<file path="config.mk">
export PLATFORM = sky130hd
export DESIGN_NAME = bg_tile_fetch_sequencer
export DESIGN_NICKNAME = d
export VERILOG_FILES = /design/src/rtl/bg_tile_fetch_sequencer.sv
export SDC_FILE = /design/constraint.sdc
export NUM_CORES = 1
export LEC_CHECK = 0
export ABC_AREA = 1
export CAP_MARGIN = 10
export CORE_ASPECT_RATIO = 1.4
export CORE_MARGIN = 2
export CORE_UTILIZATION = 40
export CTS_BUF_LIST = sky130_fd_sc_hd__clkbuf_8
export CTS_CLUSTER_DIAMETER = 120
export DETAILED_ROUTE_END_ITERATION = 8
export GPL_ROUTABILITY_DRIVEN = 1
export PLACE_DENSITY_LB_ADDON = 0.1
export SYNTH_ARGS = -nofsm -noshare
export SYNTH_HDL_FRONTEND = slang
export SYNTH_SLANG_ARGS = --single-unit
</file>
<file path="constraint.sdc">
create_clock -name clk -period 2.1 [get_ports clk]
set_clock_uncertainty 0.05 [all_clocks]
set_input_delay 0.42 -clock clk [delete_from_list [all_inputs] [get_ports clk]]
set_output_delay 0.42 -clock clk [all_outputs]
set_load 0.02 [all_outputs]
</file>
<file path="src/rtl/bg_tile_fetch_sequencer.sv">
// ---------------------------------------------------------------------------
// bg_tile_fetch_sequencer
//
// Purpose:
//   Walks one scanline of background tiles. For each tile it publishes the
//   pixel row/column the pointer calculator needs, then reads the nametable
//   byte, the attribute byte and both pattern-plane bytes over a single
//   req/ack VRAM read port. The assembled tile is handed to the background
//   shifter through a one-entry valid/ready buffer. While that buffer is
//   full the sequencer does not begin the next tile.
//
// Build option:
//   BG_ATTR_FETCH_EN - when defined, an attribute fetch runs between the
//                      nametable and pattern fetches and tile_attr carries
//                      the selected palette. When undefined, each tile takes
//                      only three fetches and tile_attr is tied to 2'b00.
//
// Parameters:
//   TILES_PER_LINE  tiles fetched per start_line (1..32)
//
// Ports:
//   clk, rst_n                 clock, asynchronous active-low reset
//   start_line, line_row       line start pulse and the pixel row to fetch
//   bg_pt_sel                  background pattern table select
//   fetch_pixel_row/col        pixel coordinate driven to the pointer calc
//   nametable_ptr              nametable address from the pointer calc
//   pattern_table_offset       fine row within the tile from the pointer calc
//   vram_req/addr/ack/rdata    VRAM read port
//   tile_valid/ready           tile buffer handshake
//   tile_pat_lo/hi, tile_attr  assembled tile contents
//   busy                       a line is in progress
//   line_done                  one-cycle pulse after the last tile is taken
// ---------------------------------------------------------------------------
module bg_tile_fetch_sequencer #(
    parameter int TILES_PER_LINE = 32
) (
    input  logic        clk,
    input  logic        rst_n,
    input  logic        start_line,
    input  logic [8:0]  line_row,
    input  logic        bg_pt_sel,
    output logic [8:0]  fetch_pixel_row,
    output logic [8:0]  fetch_pixel_col,
    input  logic [15:0] nametable_ptr,
    input  logic [2:0]  pattern_table_offset,
    output logic        vram_req,
    output logic [15:0] vram_addr,
    input  logic        vram_ack,
    input  logic [7:0]  vram_rdata,
    output logic        tile_valid,
    input  logic        tile_ready,
    output logic [7:0]  tile_pat_lo,
    output logic [7:0]  tile_pat_hi,
    output logic [1:0]  tile_attr,
    output logic        busy,
    output logic        line_done
);

    typedef enum logic [2:0] {
        S_IDLE,
        S_NT,
        S_AT,
        S_PLO,
        S_PHI,
        S_OUT
    } state_t;

    localparam logic [5:0] LAST_TILE = 6'(TILES_PER_LINE - 1);

    state_t      state_q;
    state_t      state_d;
    logic        gap_q;
    logic [5:0]  n_q;
    logic [8:0]  row_q;
    logic [7:0]  idx_q;
    logic [7:0]  pat_lo_q;
    logic [7:0]  pat_hi_q;
    logic        line_done_q;
    logic        fetch_ack;
    logic        last_tile;
    logic        tile_accept;
    logic [15:0] pat_addr;

`ifdef BG_ATTR_FETCH_EN
    logic [15:0] at_addr_q;
    logic [2:0]  attr_shift_q;
    logic [1:0]  attr_q;
`endif

    // An ack only counts while a request is actually being driven, so a
    // stray ack during the idle gap or outside a fetch is ignored.
    assign fetch_ack   = vram_req & vram_ack;
    assign last_tile   = (n_q == LAST_TILE);
    assign tile_accept = (state_q == S_OUT) & tile_ready;

    // Both pattern planes share one address; PHI differs only in bit 3.
    assign pat_addr = {3'b000, bg_pt_sel, idx_q, 1'b0, pattern_table_offset};

    assign fetch_pixel_row = row_q;
    assign fetch_pixel_col = {n_q[4:0], 3'b000};
    assign tile_valid      = (state_q == S_OUT);
    assign busy            = (state_q != S_IDLE);
    assign line_done       = line_done_q;
    assign tile_pat_lo     = pat_lo_q;
    assign tile_pat_hi     = pat_hi_q;

`ifdef BG_ATTR_FETCH_EN
    assign tile_attr = attr_q;
`else
    assign tile_attr = 2'b00;
`endif

    // Next-state and VRAM port decode. Request and address are derived
    // straight from the state register, so an asynchronous reset pulls
    // vram_req low immediately. gap_q suppresses the request for the
    // first cycle after every completed fetch, which guarantees the idle
    // cycle between consecutive requests.
    always_comb begin
        state_d   = state_q;
        vram_req  = 1'b0;
        vram_addr = 16'h0000;
        case (state_q)
            S_IDLE: begin
                if (start_line) begin
                    state_d = S_NT;
                end
            end
            S_NT: begin
                vram_req  = ~gap_q;
                vram_addr = nametable_ptr;
                if (fetch_ack) begin
`ifdef BG_ATTR_FETCH_EN
                    state_d = S_AT;
`else
                    state_d = S_PLO;
`endif
                end
            end
`ifdef BG_ATTR_FETCH_EN
            S_AT: begin
                vram_req  = ~gap_q;
                vram_addr = at_addr_q;
                if (fetch_ack) begin
                    state_d = S_PLO;
                end
            end
`endif
            S_PLO: begin
                vram_req  = ~gap_q;
                vram_addr = pat_addr;
                if (fetch_ack) begin
                    state_d = S_PHI;
                end
            end
            S_PHI: begin
                vram_req  = ~gap_q;
                vram_addr = pat_addr | 16'h0008;
                if (fetch_ack) begin
                    state_d = S_OUT;
                end
            end
            S_OUT: begin
                if (tile_ready) begin
                    state_d = last_tile ? S_IDLE : S_NT;
                end
            end
            default: begin
                state_d = S_IDLE;
            end
        endcase
    end

    // State register plus the one-cycle gap flag that follows every
    // accepted fetch.
    always_ff @(posedge clk or negedge rst_n) begin
        if (!rst_n) begin
            state_q <= S_IDLE;
            gap_q   <= 1'b0;
        end else begin
            state_q <= state_d;
            gap_q   <= fetch_ack;
        end
    end

    // Line bookkeeping: the row and tile counter are latched only from
    // IDLE, so a start_line that arrives mid-line has no effect. The tile
    // counter advances when a tile leaves the buffer, which also moves the
    // pointer column for the next tile.
    always_ff @(posedge clk or negedge rst_n) begin
        if (!rst_n) begin
            row_q       <= 9'd0;
            n_q         <= 6'd0;
            line_done_q <= 1'b0;
        end else begin
            line_done_q <= tile_accept & last_tile;
            if (state_q == S_IDLE && start_line) begin
                row_q <= line_row;
                n_q   <= 6'd0;
            end else if (tile_accept && !last_tile) begin
                n_q <= n_q + 6'd1;
            end
        end
    end

    // Fetched bytes are captured only in the cycle the matching ack is
    // accepted. None of these registers can change while the tile is
    // presented, because no fetch state is active during OUT.
    always_ff @(posedge clk or negedge rst_n) begin
        if (!rst_n) begin
            idx_q    <= 8'h00;
            pat_lo_q <= 8'h00;
            pat_hi_q <= 8'h00;
        end else if (fetch_ack) begin
            case (state_q)
                S_NT:    idx_q    <= vram_rdata;
                S_PLO:   pat_lo_q <= vram_rdata;
                S_PHI:   pat_hi_q <= vram_rdata;
                default: ;
            endcase
        end
    end

`ifdef BG_ATTR_FETCH_EN
    // Attribute path. The attribute-table address and the quadrant shift
    // are precomputed from the nametable address when the nametable byte
    // arrives; the quadrant is picked by the coarse row bit (nt[6]) and
    // coarse column bit (nt[1]), giving a shift of 0, 2, 4 or 6.
    always_ff @(posedge clk or negedge rst_n) begin
        if (!rst_n) begin
            at_addr_q    <= 16'h0000;
            attr_shift_q <= 3'd0;
            attr_q       <= 2'b00;
        end else if (fetch_ack) begin
            if (state_q == S_NT) begin
                at_addr_q    <= {4'h2, nametable_ptr[11:10], 4'hF,
                                 nametable_ptr[9:7], nametable_ptr[4:2]};
                attr_shift_q <= {nametable_ptr[6], nametable_ptr[1], 1'b0};
            end else if (state_q == S_AT) begin
                attr_q <= 2'(vram_rdata >> attr_shift_q);
            end
        end
    end
`endif

endmodule

</file>
==> results by group <==
Drt
  – Drt first pass iters: 4
  – DRT antenna net count: 0
  – Mean routed wirelength per cell: 12.8 microns
  – Vias: 1945
  – DR iter-0 viols: 95
  – # DRC: 0
  – DR vias/cell: 4.66
  – Sum of routed wire length over all layers: 5.34 mm

STA
  – Tcrit/Tclk final: 95.4%
  – RSZ-0062 raised after global routing: false
  – Final count of pins violating max slew: 0
  – Worst Tran Pin Value: 0.507 ns
  – Final Hold Vio Count: 0
  – Achievable frequency: 499 MHz
  – Minimum clock period: 2.00 ns
  – Setup violators final: 0
  – Worst slew margin: 66.2%

Final layout
  – Non-Filler Instances: 417
  – Fill cells: 474
  – Final Core Density: 61.9%
  – Diode count: 0
  – Post-route cell area: 3190 sq um
  – Reg area: 1100 sq um
  – Layout Nets: 393
  – Share of cells above drive strength 1: 15.4%
  – Footprint of the multi-input gates: 810 sq um
  – Area Overhead vs Synth: 48.6%

Setup path
  – Reg2Reg Depth: 8
  – Cell with the largest stage delay on the worst path: dfrtp_1
  – CP endpoint kind: output pin
  – Reg-to-Reg End: n_q[4]
  – Crit start category: register
  – CP Depth: 5
  – R2r setup slk: 0.56 ns
  – Critical path required time: 1.63 ns
  – Reg-to-reg startpoint: n_q[0]
  – Crit Path Category: register to output pin
  – Crit-path max FO: 9
  – Critical path's largest stage delay: 0.45 ns
  – Crit. Startpoint: state_q[0]
  – Top delay family on crit path: flip-flops
  – Buffer and inverter count on the worst path: 2
  – Crit path capture: vram_addr[7]
  – CP cell instances: nand2_2, o21ai_2, buf_4, a22o_1, buf_2
  – CP arrival: 1.53 ns

Clock network
  – CTS tree: built
  – Clk_lat worst skew: 0.30 ns
  – Clock tree buffer depth: 2
  – CTS H-tree lvls: 2
  – Setup bufs post-CTS: 0
  – CTS Hold Bufs: 0
  – CTS root buffer: clkbuf_8
  – Clock slew at reported path FFs: 0.09 ns
  – Clock buffer count from CTS: 5
  – Clock sink total: 44

Power
  – P_leak: 1.61 nW
  – Max IR drop VDD: 0.713 mV
  – Total power: 4.39 mW
  – Pwr dens: 1380 nW/um^2

Yosys
  – Count leader, synth: nand2_1
  – Post-synth EDFFs: 0
  – Synth warn: 0
  – Post-synth cell types: 22
  – Top post-synthesis cells by area: dfrtp_1, nand2_1, o21ai_1
  – Main combinational cell family by area after synthesis: simple AND/OR/NAND/NOR gates
  – Yosys reg bits: 44
  – Synth top cells by count: nand2_1, dfrtp_1, inv_1
  – Top_reg_cell synth: dfrtp_1
  – Asr flop ratio synth: 100%
  – Post-synthesis compound-gate area fraction: 13.6%
  – Mapped cell area: 2150 sq um
  – Post-synthesis simple-gate area fraction: 21.0%
  – Area leader, netlist: dfrtp_1
  – Synth Area in Adders: 0.582%
  – Syn Area/Cell: 8.49 sq um
  – Seq/Total Area, Yosys: 51.3%
  – Synth Instances: 253
  – Post-synth top area share: 51.3%
  – Post-Synth XOR/XNOR Area: 1.22%
  – Mux cell area share after synthesis: 0%

Place
  – Post-DP HPWL: 4.03 mm
  – # placed instances: 409
  – Buffers on Ports: 91
  – Placed cell area: 3150 sq um
  – Final GP Congestion: 0.803

Global routing
  – Vias in the first global route: 1810
  – Total grt overflow: 0
  – Largest net degree at the start of global routing: 30
  – First-pass GRT wire length: 8.69 mm
  – GRT Total Usage: 18.8%
  – Initial antenna violation count: 0

Status
  – Status: finished clean

Floorplanning
  – IO Count: 98
  – DIE HEIGHT: 90.7 microns
  – Initial Utilization: 41.6%
  – Die ar.: 5980 sq um
  – Die Wd: 65.9 microns
  – Core Region: 5160 sq um
  – Cell row count: 31

Run
  – Max Cap Violations: 0

Min path
  – Worst Hold Class: primary input to async pin
==> cells by family (layout without fill, tap and decap cells) <==
| family | after synthesis | after routing |
|---|---|---|
| simple gates | 101 | 101 |
| buf+inv | 55 | 148 |
| flops | 44 | 44 |
| other cells | 1 | 6 |
| xor+xnor | 3 | 3 |
| fa+ha+maj | 1 | 1 |
| compound gates | 48 | 48 |
==> final cells by class <==
type	instances	area share [%]
clock buffers	5	2.16
clock inverters	3	1.45
inverters	36	4.23
multi-input cells	159	25.4
flip-flops and latches	44	34.5
well taps	66	2.59
repair buffers	104	29.7
==> through the flow <==
step / worst slack (ns) / TNS, ns / hold slack [ns]
CTS: 0.00246 / 0 / 0.0415
finish: 0.0974 / 0 / 0.0231
floorplan: 0.317 / 0 / 0.0744
detailed placement: -0.0320 / -0.233 / 0.373
global route: 0.00866 / 0 / 0.0520
global placement: -0.0519 / -0.377 / 0.370
==> worst min path at each step <==
stage,depth (start not counted),slack [ns],endpoint
after floorplan,0,0.07,fetch_pixel_row[0]
after global placement,1,0.37,fetch_pixel_row[5]
after detailed placement,1,0.37,fetch_pixel_row[5]
after CTS,1,0.04,fetch_pixel_row[5]
after global routing,1,0.05,fetch_pixel_row[5]
final,1,0.02,fetch_pixel_row[5]
==> worst reg2reg max path: stages (launching register included) <==
cell and delay [ns]:
dfrtp_1 0.47, ha_1 0.28, nand2_1 0.07, nor2_1 0.05, nand2_1 0.09, inv_1 0.06
nor2_2 0.22, nand3_1 0.12, nand2_1 0.07
==> what timing repair did <==
item | in CTS | in global routing
pin swaps | 0 | 0
gates resized for setup | 61 | 9
setup endpoints to repair | 18 | 11
cloned | 0 | 0
==> metal layers <==
| metal | GRT usage (%) | share of wire (%) |
|---|---|---|
| met4 | 5.61 | 1.3 |
| met5 | 0 | 0 |
| met2 | 33.1 | 53 |
| met1 | 21.8 | 39 |
| met3 | 5.24 | 6.1 |
==> power by group <==
part	total (mW)	internal (mW)	switching (mW)
clock network	0.670	0.358	0.311
logic	2.33	1.05	1.28
registers	1.40	1.18	0.219
total	4.39	2.58	1.81
==> flip-flops by register name (all words and copies together), names as in the netlist <==
signal / cells
fetch_pixel_row: 9
gap_q: 1
idx_q: 8
line_done: 1
n_q: 6
state_q: 3
tile_pat_hi: 8
tile_pat_lo: 8
==> cell usage in the layout (no fill, tap or decap), drive strengths merged, types with 2 or more instances in the layout <==
| cell type | n |
|---|---|
| xor2 | 3 |
| dfrtp | 44 |
| nand3b | 2 |
| nand2 | 65 |
| nand3 | 18 |
| clkbuf | 5 |
| nor2 | 12 |
| a22o | 12 |
| o21ai | 35 |
| dlygate4sd2 | 2 |
| buf | 30 |
| clkdlybuf4s50 | 71 |
| conb | 6 |
| nand4 | 3 |
| inv | 37 |
Note: power is estimated with default switching activity, not from simulation.
